## config.mk

```make
export PLATFORM = sky130hd
export DESIGN_NAME = step_counter_flat
export DESIGN_NICKNAME = d
export VERILOG_FILES = /design/src/rtl/step_counter_if.sv /design/src/rtl/step_counter.sv /design/src/flat_wrapper.sv
export SDC_FILE = /design/constraint.sdc
export NUM_CORES = 1
export LEC_CHECK = 0
export ABC_CLOCK_PERIOD_IN_PS = 3000
export CORE_UTILIZATION = 45
export CTS_CLUSTER_SIZE = 25
export DETAILED_ROUTE_END_ITERATION = 8
export PLACE_DENSITY = 0.87
export SLEW_MARGIN = 40
export SYNTH_ARGS = -nofsm -noshare
export SYNTH_HDL_FRONTEND = slang
export SYNTH_SLANG_ARGS = --single-unit
```

## constraint.sdc

```tcl
create_clock -name clk -period 3 [get_ports clk]
set_input_delay 0.6 -clock clk [delete_from_list [all_inputs] [get_ports clk]]
set_output_delay 0.6 -clock clk [all_outputs]
set_load 0.05 [all_outputs]
```

## src/rtl/step_counter_if.sv

```systemverilog
// Control/status bundle for step_counter: advance/load controls in, count and flags out.
interface step_counter_if #(
  parameter int WIDTH  = 8,
  parameter int STEP_W = 4
);
  logic              en;
  logic              load;
  logic [WIDTH-1:0]  load_val;
  logic              dir;
  logic [STEP_W-1:0] step;
  logic              sat_mode;
  logic              clr_sticky;
  logic [WIDTH-1:0]  count;
  logic              ovf_pulse;
  logic              ovf_sticky;
  logic              at_max;
  logic              at_min;

  modport master (
    output en, load, load_val, dir, step, sat_mode, clr_sticky,
    input  count, ovf_pulse, ovf_sticky, at_max, at_min
  );

  modport slave (
    input  en, load, load_val, dir, step, sat_mode, clr_sticky,
    output count, ovf_pulse, ovf_sticky, at_max, at_min
  );
endinterface

```

## src/rtl/step_counter.sv

```systemverilog
// Registered up/down counter with programmable step, wrap/saturate modes and
// carry/borrow reporting as a one-cycle pulse plus a sticky flag.
module step_counter #(
  parameter int WIDTH  = 8,
  parameter int STEP_W = 4
) (
  input  logic           clk,
  input  logic           reset,
  step_counter_if.slave  bus
);
  logic [WIDTH-1:0] r_count;
  logic             r_ovf_pulse;
  logic             r_ovf_sticky;

  logic [WIDTH:0]   w_step_ext;
  logic [WIDTH:0]   w_sum;
  logic [WIDTH:0]   w_diff;
  logic             w_adv;
  logic             w_event;
  logic [WIDTH-1:0] w_next;

  // One extra bit holds the carry (up) or the borrow sign (down).
  assign w_step_ext = {{(WIDTH+1-STEP_W){1'b0}}, bus.step};
  assign w_sum      = {1'b0, r_count} + w_step_ext;
  assign w_diff     = {1'b0, r_count} - w_step_ext;
  assign w_adv      = bus.en & ~bus.load;
  assign w_event    = w_adv & (bus.dir ? w_diff[WIDTH] : w_sum[WIDTH]);

  always_comb begin
    w_next = r_count;
    if (bus.load) begin
      w_next = bus.load_val;
    end else if (bus.en) begin
      if (w_event && bus.sat_mode)
        w_next = bus.dir ? '0 : '1;
      else
        w_next = bus.dir ? w_diff[WIDTH-1:0] : w_sum[WIDTH-1:0];
    end
  end

  always_ff @(posedge clk) begin
    if (reset) begin
      r_count      <= '0;
      r_ovf_pulse  <= 1'b0;
      r_ovf_sticky <= 1'b0;
    end else begin
      r_count      <= w_next;
      r_ovf_pulse  <= w_event;
      // A new event wins over a clear in the same cycle.
      r_ovf_sticky <= w_event | (r_ovf_sticky & ~bus.clr_sticky);
    end
  end

  assign bus.count      = r_count;
  assign bus.ovf_pulse  = r_ovf_pulse;
  assign bus.ovf_sticky = r_ovf_sticky;
  assign bus.at_max     = (r_count == '1);
  assign bus.at_min     = (r_count == '0);
endmodule

```

## src/flat_wrapper.sv

```systemverilog
// flat-port wrapper written by rule: the top's interface ports become plain ports
module step_counter_flat 
#(
  parameter int WIDTH  = 8,
  parameter int STEP_W = 4
)
  (clk, reset, bus_en, bus_load, bus_load_val, bus_dir, bus_step, bus_sat_mode, bus_clr_sticky, bus_count, bus_ovf_pulse, bus_ovf_sticky, bus_at_max, bus_at_min);
  step_counter_if #(.WIDTH(WIDTH), .STEP_W(STEP_W)) bus_i ();
  input  logic clk;
  input  logic reset;
  input wire logic [$bits(bus_i.en)-1:0] bus_en;
  input wire logic [$bits(bus_i.load)-1:0] bus_load;
  input wire logic [$bits(bus_i.load_val)-1:0] bus_load_val;
  input wire logic [$bits(bus_i.dir)-1:0] bus_dir;
  input wire logic [$bits(bus_i.step)-1:0] bus_step;
  input wire logic [$bits(bus_i.sat_mode)-1:0] bus_sat_mode;
  input wire logic [$bits(bus_i.clr_sticky)-1:0] bus_clr_sticky;
  output wire logic [$bits(bus_i.count)-1:0] bus_count;
  output wire logic [$bits(bus_i.ovf_pulse)-1:0] bus_ovf_pulse;
  output wire logic [$bits(bus_i.ovf_sticky)-1:0] bus_ovf_sticky;
  output wire logic [$bits(bus_i.at_max)-1:0] bus_at_max;
  output wire logic [$bits(bus_i.at_min)-1:0] bus_at_min;
  assign bus_i.en = bus_en;
  assign bus_i.load = bus_load;
  assign bus_i.load_val = bus_load_val;
  assign bus_i.dir = bus_dir;
  assign bus_i.step = bus_step;
  assign bus_i.sat_mode = bus_sat_mode;
  assign bus_i.clr_sticky = bus_clr_sticky;
  assign bus_count = bus_i.count;
  assign bus_ovf_pulse = bus_i.ovf_pulse;
  assign bus_ovf_sticky = bus_i.ovf_sticky;
  assign bus_at_max = bus_i.at_max;
  assign bus_at_min = bus_i.at_min;
  step_counter #(.WIDTH(WIDTH), .STEP_W(STEP_W)) u_core (.clk(clk), .reset(reset), .bus(bus_i));
endmodule
```

==> out/results.ini, run 1 <==
[sta]
skew_ns=0.00307
period_share_pct=89.6
finalSetupViolations=0
fmax_mhz=372
tns_ns=0
maxSlewViolCount=0
worstMarginPinSlew_ns=0.539
fin_crit_ns=2.69
maxSlewHeadroom_pct=63.8
hold_viol_final=0
rsz0062_at_grt=no

[hold_path]
hold_path_class=flop to flop

[critical_path]
reg2reg_to=u_core.bus.count[3]
startpoint_type=flop
crit_arrival_ns=2.09
endpoint=bus_at_min
required_ns=2.40
startpoint=u_core.bus.count[3]
crit_fanout=6
end_kind=output pin
r2r_start=u_core.bus.count[1]
ff2ff_setup_slack_ns=0.64
worstSetupPathType=flop to output pin
worst-r2r-cell-count=7

[clock_network]
cts_tree=built
htreeDepth=1
clk_path_buf_depth=2
cts_resized=0
cts_setup_buffers=0
cts_made_buffers=3
ctsHoldBuffers=0
clk_pin_slew_ns=0.07
worstSkewPairLatency_ns=0.28
cts_root_buffer=clkbuf_4
cts_sinks=10

[floorplanning]
io_pins=31
placementRows=17
die_h_um=52.4
start_util_pct=49.7
die_x_um=52.4
fp.dieArea_mm2=0.00274
core_area_mm2=0.00230

[global_routing]
first_global_vias=1186
grt.overflow.total=0
track_usage_pct=27.4
antenna_found_initial=0
grt_pass1_wl_um=5460
grt_max_degree=19

[yosys]
syn_nets=172
ys_warn_count=0
yosysUniqueCellTypes=54
async_flop_share_pct=0
synth-seq-cells=10
synth_edf_count=0
yosysSeqAreaShare_pct=17.5
synth_area_mm2=0.00114
synth.avg_cell_area_um2=7.98
synth_top_area_share_pct=17.5
synth_ff_type=dfxtp_1
netlist_top_cells_area=dfxtp_1 (18%), ha_1 (8.8%), a21oi_1 (6.6%)
synth_top_area_cell=dfxtp_1
synth_cells=143

[layout]
fillers=188
final_area_mm2=0.00149
syn2layout_area_growth_pct=30.3
layout-drive-gt1-share_pct=13.4
num-nets-final=202
antennaDiodeCount=0

[status]
status=complete, no violations

[route]
wl_per_cell_um=16.9
firstDrtPassIters=5
drc=0
ant_nets=0
via_count=1262
dr.first_iter.drc_count=68
via_per_inst=6.31
totalWireLength_um=3390

[power]
ir_drop_uv=288
p_per_area_mw_per_mm2=374
leakagePower_nw=0.590

[place]
hpwl_um=2440
portBuffers=30
globalplace.congestion=0.956
placed_cell_area_mm2=0.00145

[flow_run]
drv_cap=0

## layout make-up
class | instances | area [um^2] | area share, %
multi-input combinational | 114 | 855 | 57.5
timing repair buffer | 32 | 315 | 21.2
sequential | 10 | 200 | 13.5
inverter | 12 | 45.0 | 3.03
clock buffer | 4 | 36.3 | 2.44
tap | 28 | 35.0 | 2.36
## through the flow
step	utilization, %	power, W	setup slack [ns]	hold WS, ns	instances
after floorplan	-	0.000341	0.497	0.689	143
after global placement	63.1	0.000412	0.133	0.435	196
after detailed placement	63.1	0.000420	0.0817	0.446	196
after CTS	64.7	0.000553	0.314	0.465	200
after global routing	64.7	0.000588	0.223	0.492	200
final	64.7	0.000555	0.312	0.460	200
## power breakdown
group	total, W	switching (W)	internal, W
combinational	0.000263	0.000155	0.000108
sequential	0.000164	0.0000210	0.000143
clock	0.000129	0.0000549	0.0000740
## cell families (layout without fill, tap and decap cells)
group	count (synthesis)	after routing	share of synthesized area, %
DFF	10	10	17.5
muxes	1	1	0.877
AOI/OAI and AO/OA	51	51	34.8
buffers and inverters	19	48	7.57
adders and majority gates	10	10	12.3
xor gates and xnor gates	3	3	2.30
and+or+nand+nor	49	49	24.7
## state kept, by name (all words and copies together) (netlist names)
signal	flops
u_core.bus.count	8
u_core.bus.ovf_pulse	1
u_core.bus.ovf_sticky	1
## critical path, stage by stage, from the launching register on
cell,delay (ns)
dfxtp_1,0.40
nor4_1,0.36
and3_1,0.23
clkdlybuf4s50_1,0.82
## cells in the mapped netlist, types with 3 or more instances
master / n
a21o_1: 4
a21oi_1: 15
buf_2: 3
dfxtp_1: 10
ha_1: 8
inv_1: 10
nand2_1: 7
nor2_1: 11
nor3_1: 7
nor3b_1: 4
o21ai_0: 6
o31a_1: 3
## layout by cell type (no fill, tap or decap), types with 6 or more instances in the layout
master / n
o21ai_0: 6
nor2_1: 11
a21oi_1: 15
inv_1: 10
nor3_1: 7
ha_1: 8
nand2_1: 7
dfxtp_1: 10
clkdlybuf4s50_1: 30
## per-layer routing
layer / vias to the layer above / global-route usage [%] / share of wire (%)
li1: 586 / - / -
met1: 591 / 35.4 / 43
met2: 75 / 43.7 / 48
met3: 10 / 4.64 / 7.8
met4: 0 / 13.2 / 1.7
met5: - / 0 / 0
## worst min path at each step
stage / depth (start not counted) / startpoint / to / slack [ns]
finish: 1 / u_core.bus.ovf_sticky / u_core.bus.ovf_sticky / 0.46
global route: 1 / u_core.bus.ovf_sticky / u_core.bus.ovf_sticky / 0.49
CTS: 1 / u_core.bus.ovf_sticky / u_core.bus.ovf_sticky / 0.46
detailed placement: 1 / u_core.bus.ovf_sticky / u_core.bus.ovf_sticky / 0.45
global placement: 1 / u_core.bus.ovf_sticky / u_core.bus.ovf_sticky / 0.43
floorplan: 1 / reset / u_core.bus.ovf_pulse / 0.69
Note: power is estimated with default switching activity, not from simulation.
==> run 2, diff against run 1 <==
--- a/config.mk
+++ b/config.mk
@@ -9,7 +9,7 @@
 export CORE_UTILIZATION = 45
 export CTS_CLUSTER_SIZE = 25
 export DETAILED_ROUTE_END_ITERATION = 8
-export PLACE_DENSITY = 0.87
+export PLACE_DENSITY = 0.75
 export SLEW_MARGIN = 40
 export SYNTH_ARGS = -nofsm -noshare
 export SYNTH_HDL_FRONTEND = slang
==> out/results.ini, run 2 (same netlist as run 1, synthesis figures left out) <==
[power]
p_per_area_mw_per_mm2=367
leakagePower_nw=0.590
ir_drop_uv=327

[route]
drc=0
totalWireLength_um=3000
via_count=1151
firstDrtPassIters=4
ant_nets=0
wl_per_cell_um=15.0
via_per_inst=5.76
dr.first_iter.drc_count=27

[sta]
finalSetupViolations=0
worstMarginPinSlew_ns=0.518
holdWs_ns=0.460
skew_ns=0.00743
rsz0062_at_grt=no
fin_crit_ns=2.63
maxSlewHeadroom_pct=65.2
fmax_mhz=381
hold_viol_final=0
maxSlewViolCount=0
tns_ns=0
period_share_pct=87.6

[place]
hpwl_um=2360
portBuffers=30
globalplace.congestion=0.926
placed_cell_area_mm2=0.00145

[critical_path]
startpoint_type=primary input
worstPathCellList=clkdlybuf4s50_1 -> ha_1 -> inv_1 -> fa_1 -> nor2_4 -> o221ai_4 -> a221oi_4 -> nor3_1 -> o31a_1
required_ns=3.17
crit_slowest_cell=clkdlybuf4s50_1
crit_fanout=8
end_kind=flop
crit_arrival_ns=2.80
worstSetupPathType=primary input to flop
max_stage_delay_ns=0.48

[layout]
largest_reg_flops=8
antennaDiodeCount=0
syn2layout_area_growth_pct=30.3
layout.cells.most_common_list=clkdlybuf4s50_1 (30), a21oi_1 (15), nor2_1 (11)
final_common_cell=clkdlybuf4s50_1
final_area_mm2=0.00149
layout-drive-gt1-share_pct=13.4
num-nets-final=202

[global_routing]
grt_max_degree=19
first_global_vias=1066
grt_pass1_wl_um=4810
grt.overflow.total=0
track_usage_pct=24.1
antenna_found_initial=0

[clock_network]
clk_path_buf_depth=2
clk_pin_slew_ns=0.08
cts_root_buffer=clkbuf_4
cts_setup_buffers=0
htreeDepth=1
ctsHoldBuffers=0
worstSkewPairLatency_ns=0.27
cts_sinks=10
cts_made_buffers=3
cts_resized=0
cts_tree=built

[status]
status=complete, no violations

[floorplanning]
core_area_mm2=0.00230
die_h_um=52.4
placementRows=17
start_util_pct=49.7
io_pins=31
die_x_um=52.4
fp.dieArea_mm2=0.00274

[hold_path]
hold_path_class=flop to flop

[flow_run]
drv_cap=0

==> run 2: cell counts in the layout (fill, tap and decap cells not counted) <==
No cell type changed its count.
==> run 2: layout make-up <==
type,instances,area (um^2)
clock buffers,4,36.3
fillers,216,811
inverters,12,45.0
multi-input cells,114,855
flip-flops and latches,10,200
well taps,28,35.0
repair buffers,32,315
==> run 2: critical path: cells and delay by family <==
kind | cells | cell delay [ns]
compound gates | 3 | 0.84
fa+ha+maj | 2 | 0.58
buf+inv | 2 | 0.53
simple gates | 2 | 0.24
==> run 2: path summary, 6_finish.rpt <==
check                                           start                     to  slack [ns]  depth (start not counted)
worst min register to register  u_core.bus.ovf_sticky  u_core.bus.ovf_sticky        0.46                          1
worst max register to register    u_core.bus.count[0]    u_core.bus.count[6]        0.60                          7
worst max-delay path                      bus_step[0]    u_core.bus.count[3]        0.37                          9
worst min-delay path            u_core.bus.ovf_sticky  u_core.bus.ovf_sticky        0.46                          1
==> run 2: stage by stage <==
| step | util, % | total power (W) | cells | worst slack, ns |
|---|---|---|---|---|
| after CTS | 64.7 | 0.000545 | 200 | 0.380 |
| after global routing | 64.7 | 0.000575 | 200 | 0.267 |
| final | 64.7 | 0.000545 | 200 | 0.373 |
| after global placement | 63.1 | 0.000415 | 196 | 0.145 |
| after floorplan | - | 0.000341 | 143 | 0.497 |
| after detailed placement | 63.1 | 0.000419 | 196 | 0.105 |
==> run 2: layer usage <==
layer	GRT usage, %	routed length [um]	part of all wire, %	up-vias
met5	0	0	0	-
met4	1.32	0	0	0
met3	6.09	179	6.0	0
met2	42.4	1440	48	40
met1	30.5	1390	46	525
li1	-	-	-	586
==> run 2: power by group <==
group / internal (W) / switching, W
combinational: 0.000107 / 0.000150
sequential: 0.000143 / 0.0000188
clock: 0.0000738 / 0.0000529
